$ cat config.mk
export PLATFORM = sky130hd
export DESIGN_NAME = mem_port_arbiter
export DESIGN_NICKNAME = d
export VERILOG_FILES = /design/src/rtl/mem_port_arbiter.sv
export SDC_FILE = /design/constraint.sdc
export NUM_CORES = 1
export LEC_CHECK = 0
export BUFFER_PORTS_ARGS = -buffer_cell sky130_fd_sc_hd__buf_2
export CORE_ASPECT_RATIO = 0.75
export CORE_MARGIN = 3
export CORE_UTILIZATION = 47
export CTS_CLUSTER_SIZE = 8
export DETAILED_ROUTE_END_ITERATION = 10
export PLACE_DENSITY = 0.88
export SLEW_MARGIN = 20
export SYNTH_ARGS = -nofsm -noshare
export SYNTH_HDL_FRONTEND = slang
export SYNTH_SLANG_ARGS = --single-unit
$ cat constraint.sdc
create_clock -name clk -period 1.8 [get_ports clk]
set_clock_uncertainty 0.1 [all_clocks]
set_input_delay 0.18 -clock clk [delete_from_list [all_inputs] [get_ports clk]]
set_output_delay 0.18 -clock clk [all_outputs]
set_load 0.01 [all_outputs]
$ cat src/rtl/mem_port_arbiter.sv
// Arbitrates one backing-memory port between instruction fetch (I) and data (D) requesters.
// D has fixed priority, bounded by a streak limit so a waiting fetch always makes progress.
module mem_port_arbiter #(
    parameter int ADDR_W       = 16,
    parameter int DATA_W       = 16,
    parameter int MAX_D_STREAK = 4,
    parameter int STREAK_W     = 3
) (
    input  logic              clk,
    input  logic              reset,
    input  logic              i_req,
    input  logic [ADDR_W-1:0] i_addr,
    output logic              i_ack,
    output logic [DATA_W-1:0] i_rdata,
    input  logic              d_req,
    input  logic              d_we,
    input  logic [ADDR_W-1:0] d_addr,
    input  logic [DATA_W-1:0] d_wdata,
    output logic              d_ack,
    output logic [DATA_W-1:0] d_rdata,
    output logic              mem_req,
    output logic              mem_we,
    output logic [ADDR_W-1:0] mem_addr,
    output logic [DATA_W-1:0] mem_wdata,
    input  logic              mem_ready,
    input  logic [DATA_W-1:0] mem_rdata,
    output logic              busy,
    output logic [1:0]        o_dbg_state,
    output logic [STREAK_W-1:0] o_dbg_streak
);

    typedef enum logic [1:0] {
        ST_IDLE = 2'd0,
        ST_BUSY = 2'd1,
        ST_DONE = 2'd2
    } state_t;

    localparam logic [STREAK_W-1:0] LP_MAX_STREAK = STREAK_W'(MAX_D_STREAK);

    state_t              r_state;
    logic                r_owner_d;
    logic [STREAK_W-1:0] r_streak;
    logic                r_mem_req;
    logic                r_mem_we;
    logic [ADDR_W-1:0]   r_mem_addr;
    logic [DATA_W-1:0]   r_mem_wdata;
    logic                r_i_ack;
    logic                r_d_ack;
    logic [DATA_W-1:0]   r_i_rdata;
    logic [DATA_W-1:0]   r_d_rdata;

    logic w_grant_d;
    logic w_grant_i;

    // Handshake: requester holds req with its fields stable until the one-cycle ack;
    // memory side holds mem_req with stable fields until mem_ready is seen in BUSY.
    assign w_grant_d = d_req && !(i_req && (r_streak == LP_MAX_STREAK));
    assign w_grant_i = !w_grant_d && i_req;

    always_ff @(posedge clk) begin
        if (reset) begin
            r_state     <= ST_IDLE;
            r_owner_d   <= 1'b0;
            r_streak    <= '0;
            r_mem_req   <= 1'b0;
            r_mem_we    <= 1'b0;
            r_mem_addr  <= '0;
            r_mem_wdata <= '0;
            r_i_ack     <= 1'b0;
            r_d_ack     <= 1'b0;
            r_i_rdata   <= '0;
            r_d_rdata   <= '0;
        end else begin
            case (r_state)
                ST_IDLE: begin
                    if (w_grant_d) begin
                        r_owner_d   <= 1'b1;
                        r_mem_req   <= 1'b1;
                        r_mem_we    <= d_we;
                        r_mem_addr  <= d_addr;
                        r_mem_wdata <= d_wdata;
                        // Streak only grows while a fetch is actually being held off.
                        r_streak    <= i_req ? (r_streak + STREAK_W'(1)) : '0;
                        r_state     <= ST_BUSY;
                    end else if (w_grant_i) begin
                        r_owner_d   <= 1'b0;
                        r_mem_req   <= 1'b1;
                        r_mem_we    <= 1'b0;
                        r_mem_addr  <= i_addr;
                        r_streak    <= '0;
                        r_state     <= ST_BUSY;
                    end
                end
                ST_BUSY: begin
                    if (mem_ready) begin
                        r_mem_req <= 1'b0;
                        r_mem_we  <= 1'b0;
                        if (!r_mem_we) begin
                            if (r_owner_d) begin
                                r_d_rdata <= mem_rdata;
                            end else begin
                                r_i_rdata <= mem_rdata;
                            end
                        end
                        r_i_ack <= !r_owner_d;
                        r_d_ack <= r_owner_d;
                        r_state <= ST_DONE;
                    end
                end
                ST_DONE: begin
                    r_i_ack <= 1'b0;
                    r_d_ack <= 1'b0;
                    r_state <= ST_IDLE;
                end
                default: begin
                    r_i_ack <= 1'b0;
                    r_d_ack <= 1'b0;
                    r_state <= ST_IDLE;
                end
            endcase
        end
    end

    assign i_ack        = r_i_ack;
    assign d_ack        = r_d_ack;
    assign i_rdata      = r_i_rdata;
    assign d_rdata      = r_d_rdata;
    assign mem_req      = r_mem_req;
    assign mem_we       = r_mem_we;
    assign mem_addr     = r_mem_addr;
    assign mem_wdata    = r_mem_wdata;
    assign busy         = (r_state != ST_IDLE);
    assign o_dbg_state  = r_state;
    assign o_dbg_streak = r_streak;

endmodule

==> flow_metrics.tcl <==
set metrics [dict create \
    status "finished clean" \
    cts_tree "yes" \
    antenna_found_initial 0 \
    dp_hpwl_um 6090 \
    placed_area_mm2 0.00384 \
    path_class "reg -> out" \
    cp_cell_sequence "nor2_8, inv_1, buf_2" \
    synthToLayoutAreaGrowth_pct 36.8 \
    die_area_mm2 0.00770 \
    layout_common_cells "buf_2 (143), dfxtp_1 (73), a21oi_1 (71)" \
    ant_nets 0 \
    drc 0 \
    cp.required_ns 1.52 \
    clk_pin_slew_ns 0.08 \
    nets 588 \
    whs_path_depth 3 \
    p_leak_nw 1.86 \
    grt_pass1_vias 3290 \
    syn_nets 439 \
    synth_top_area_cell "dfxtp_1" \
    routed_wl_um 9580 \
    ys_warn_count 0 \
    path_max_fanout 7 \
    synthDominantCellAreaShare_pct 47.2 \
    r2r-start "o_dbg_streak[0]" \
    r2r_slack_ns 0.21 \
    synthCells 367 \
    cap_violations 0 \
    antenna_cells 0 \
    setup_tns_ns 0 \
    synth_cell_types 34 \
    dp_cells 561 \
    slew_violations 0 \
    layout_setup_ws_ns 0.177 \
    tightest_slew_ns 0.580 \
    critPathArrivalTime_ns 1.34 \
    grt_use_total_pct 24.2 \
    dpl_worst_slack_ns -0.0348 \
    setup_violations 0 \
    syn_area_mm2 0.00314 \
    max_freq_mhz 616 \
    grt_start_max_net_pins 53 \
    drtPass1Iterations 5 \
    drt_iter0_drc 225 \
    fillers 534 \
    endpoint_kind "output pin" \
    ff2ff_path_depth 5 \
    clockBufferDepth 2 \
    mostFrequentLayoutCell "buf_2" \
    ir_drop_v 0.000602 \
    min_from "mem_rdata[14]" \
    fin_crit_sh_pct 90.2 \
    vias 3402 \
    start_util_pct 49.2 \
    numCtsBuffers 9 \
    final_cells 602 \
    post-route-util_pct 67.3 \
    powerDensity_mw_per_mm2 851 \
    stdcell_area_mm2 0.00429 \
    start_kind "register" \
    root_buffer "clkbuf_8" \
    syn_area_per_cell_um2 8.55 \
    hold_path_end "d_rdata[14]" \
    io_pins 144 \
    coreArea_mm2 0.00638 \
    synth_seq_cells 74 \
    grt_pass1_wl_um 15600 \
    grt_setup_unrepaired "false" \
    vias_per_cell 5.65 \
    gp_congestion 0.807 \
    overflow 0 \
    insertion_delay_ns 0.33 \
    hold_viol 0 \
    synth_area_leaders "dfxtp_1 (47%), a21oi_1 (11%), nand3_1 (11%)" \
    r2r-end "mem_addr[8]" \
    die_width_um 100 \
    whs_ns 0.0130 \
    port_buffers 143 \
    cts_max_level 3 \
    post_drt_wl_per_cell_um 15.9 \
    holdCritPathClass "in -> reg" \
    row_count 25 \
    cts.sinks 74 \
    slew_headroom_pct 61.3 \
    seq_area_frac_synth_pct 47.2 \
    power_mw 3.65 \
    cp_slowest_cell "dfxtp_1" \
    die_h_um 76.8 \
    cp_slowest_stage_delay_ns 0.55 \
    postCtsSetupBuffers 0 \
    fin_crit_ns 1.62 \
    layout-drive-gt1-share_pct 34.9 \
]
## worst max-delay path by stage
| stage | start | endpoint | slack (ns) | cells after the start |
|---|---|---|---|---|
| 2_1_floorplan | o_dbg_streak[0] | mem_addr[13] | 0.17 | 6 |
| 3_3_place_gp | o_dbg_streak[0] | mem_addr[8] | 0.11 | 5 |
| 3_5_place_dp | o_dbg_streak[0] | mem_addr[8] | -0.03 | 5 |
| 4_1_cts | o_dbg_streak[0] | mem_wdata[2] | 0.1 | 6 |
| 5_1_grt | o_dbg_streak[0] | mem_addr[13] | 0.08 | 5 |
| 6_report | o_dbg_state[1] | busy | 0.18 | 3 |
## report_power, final
group,switching [mW],leakage [nW],internal (mW)
logic,0.379,1.17,0.291
registers,0.0584,0.605,1.74
clock network,0.639,0.0855,0.550
## repair_timing
item,4_1_cts,5_1_grt
setup endpoints to repair,6,22
resized for setup,1,4
hold buffers,23,1
cloned,0,1
pin swaps,0,1
hold endpoints to repair,27,1
## critical path, delay by kind of cell (launching register included)
| kind | cells | cell delay (ns) |
|---|---|---|
| flip-flops | 1 | 0.55 |
| buffers and inverters | 2 | 0.40 |
| AND/OR/NAND/NOR | 1 | 0.06 |
## sequential cells by signal, summed over array words and instances (netlist names)
signal,count
mem_addr,16
d_ack,1
i_rdata,16
d_rdata,16
i_ack,1
o_dbg_state,2
r_owner_d,1
mem_req,1
o_dbg_streak,3
mem_we,1
mem_wdata,16
## Yosys cell counts
master	n
buf_6	5
or3b_4	1
nand3_1	66
o31ai_1	1
a311oi_1	16
nand4b_1	1
and4bb_2	1
nor4bb_1	1
o21ai_1	19
a21oi_1	71
buf_4	9
o211ai_1	1
nand3_2	1
or3b_2	1
and3_2	1
dfxtp_1	74
a211oi_1	1
nand2_1	4
nor2_2	1
o21ai_0	47
clkbuf_1	21
nand3b_1	1
nor3b_2	1
inv_1	5
nor2_4	1
nor2_1	1
a21boi_0	1
nor3_1	2
mux2i_1	2
nand4bb_2	1
or2_1	1
nor2_8	1
ha_1	2
buf_2	5
## layout make-up
cell class	count	area (um2)	area share, %
Sequential cell	74	1480	34.5
Clock buffer	10	138	3.21
Multi-Input combinational cell	249	1430	33.4
Clock inverter	6	48.8	1.14
Timing Repair Buffer	177	1070	24.9
Tap cell	81	101	2.36
Inverter	5	18.8	0.437
## per-layer routing
layer	GRT usage (%)	share of wire, %	vias up
li1	-	-	1650
met1	30.3	41	1587
met2	40.7	50	142
met3	6.73	6.2	23
met4	6.86	2.3	0
met5	0	0	-
## kinds of logic (layout without fill, tap and decap cells)
group	Yosys count	after routing	synth area share [%]
adders and majority gates	2	2	0.798
DFF	74	74	47.2
buffers and inverters	45	198	7.86
muxes	2	2	0.638
AOI/OAI and AO/OA	157	157	27.3
and+or+nand+nor	87	88	16.2
No activity file was read; power rests on OpenSTA's default activity.
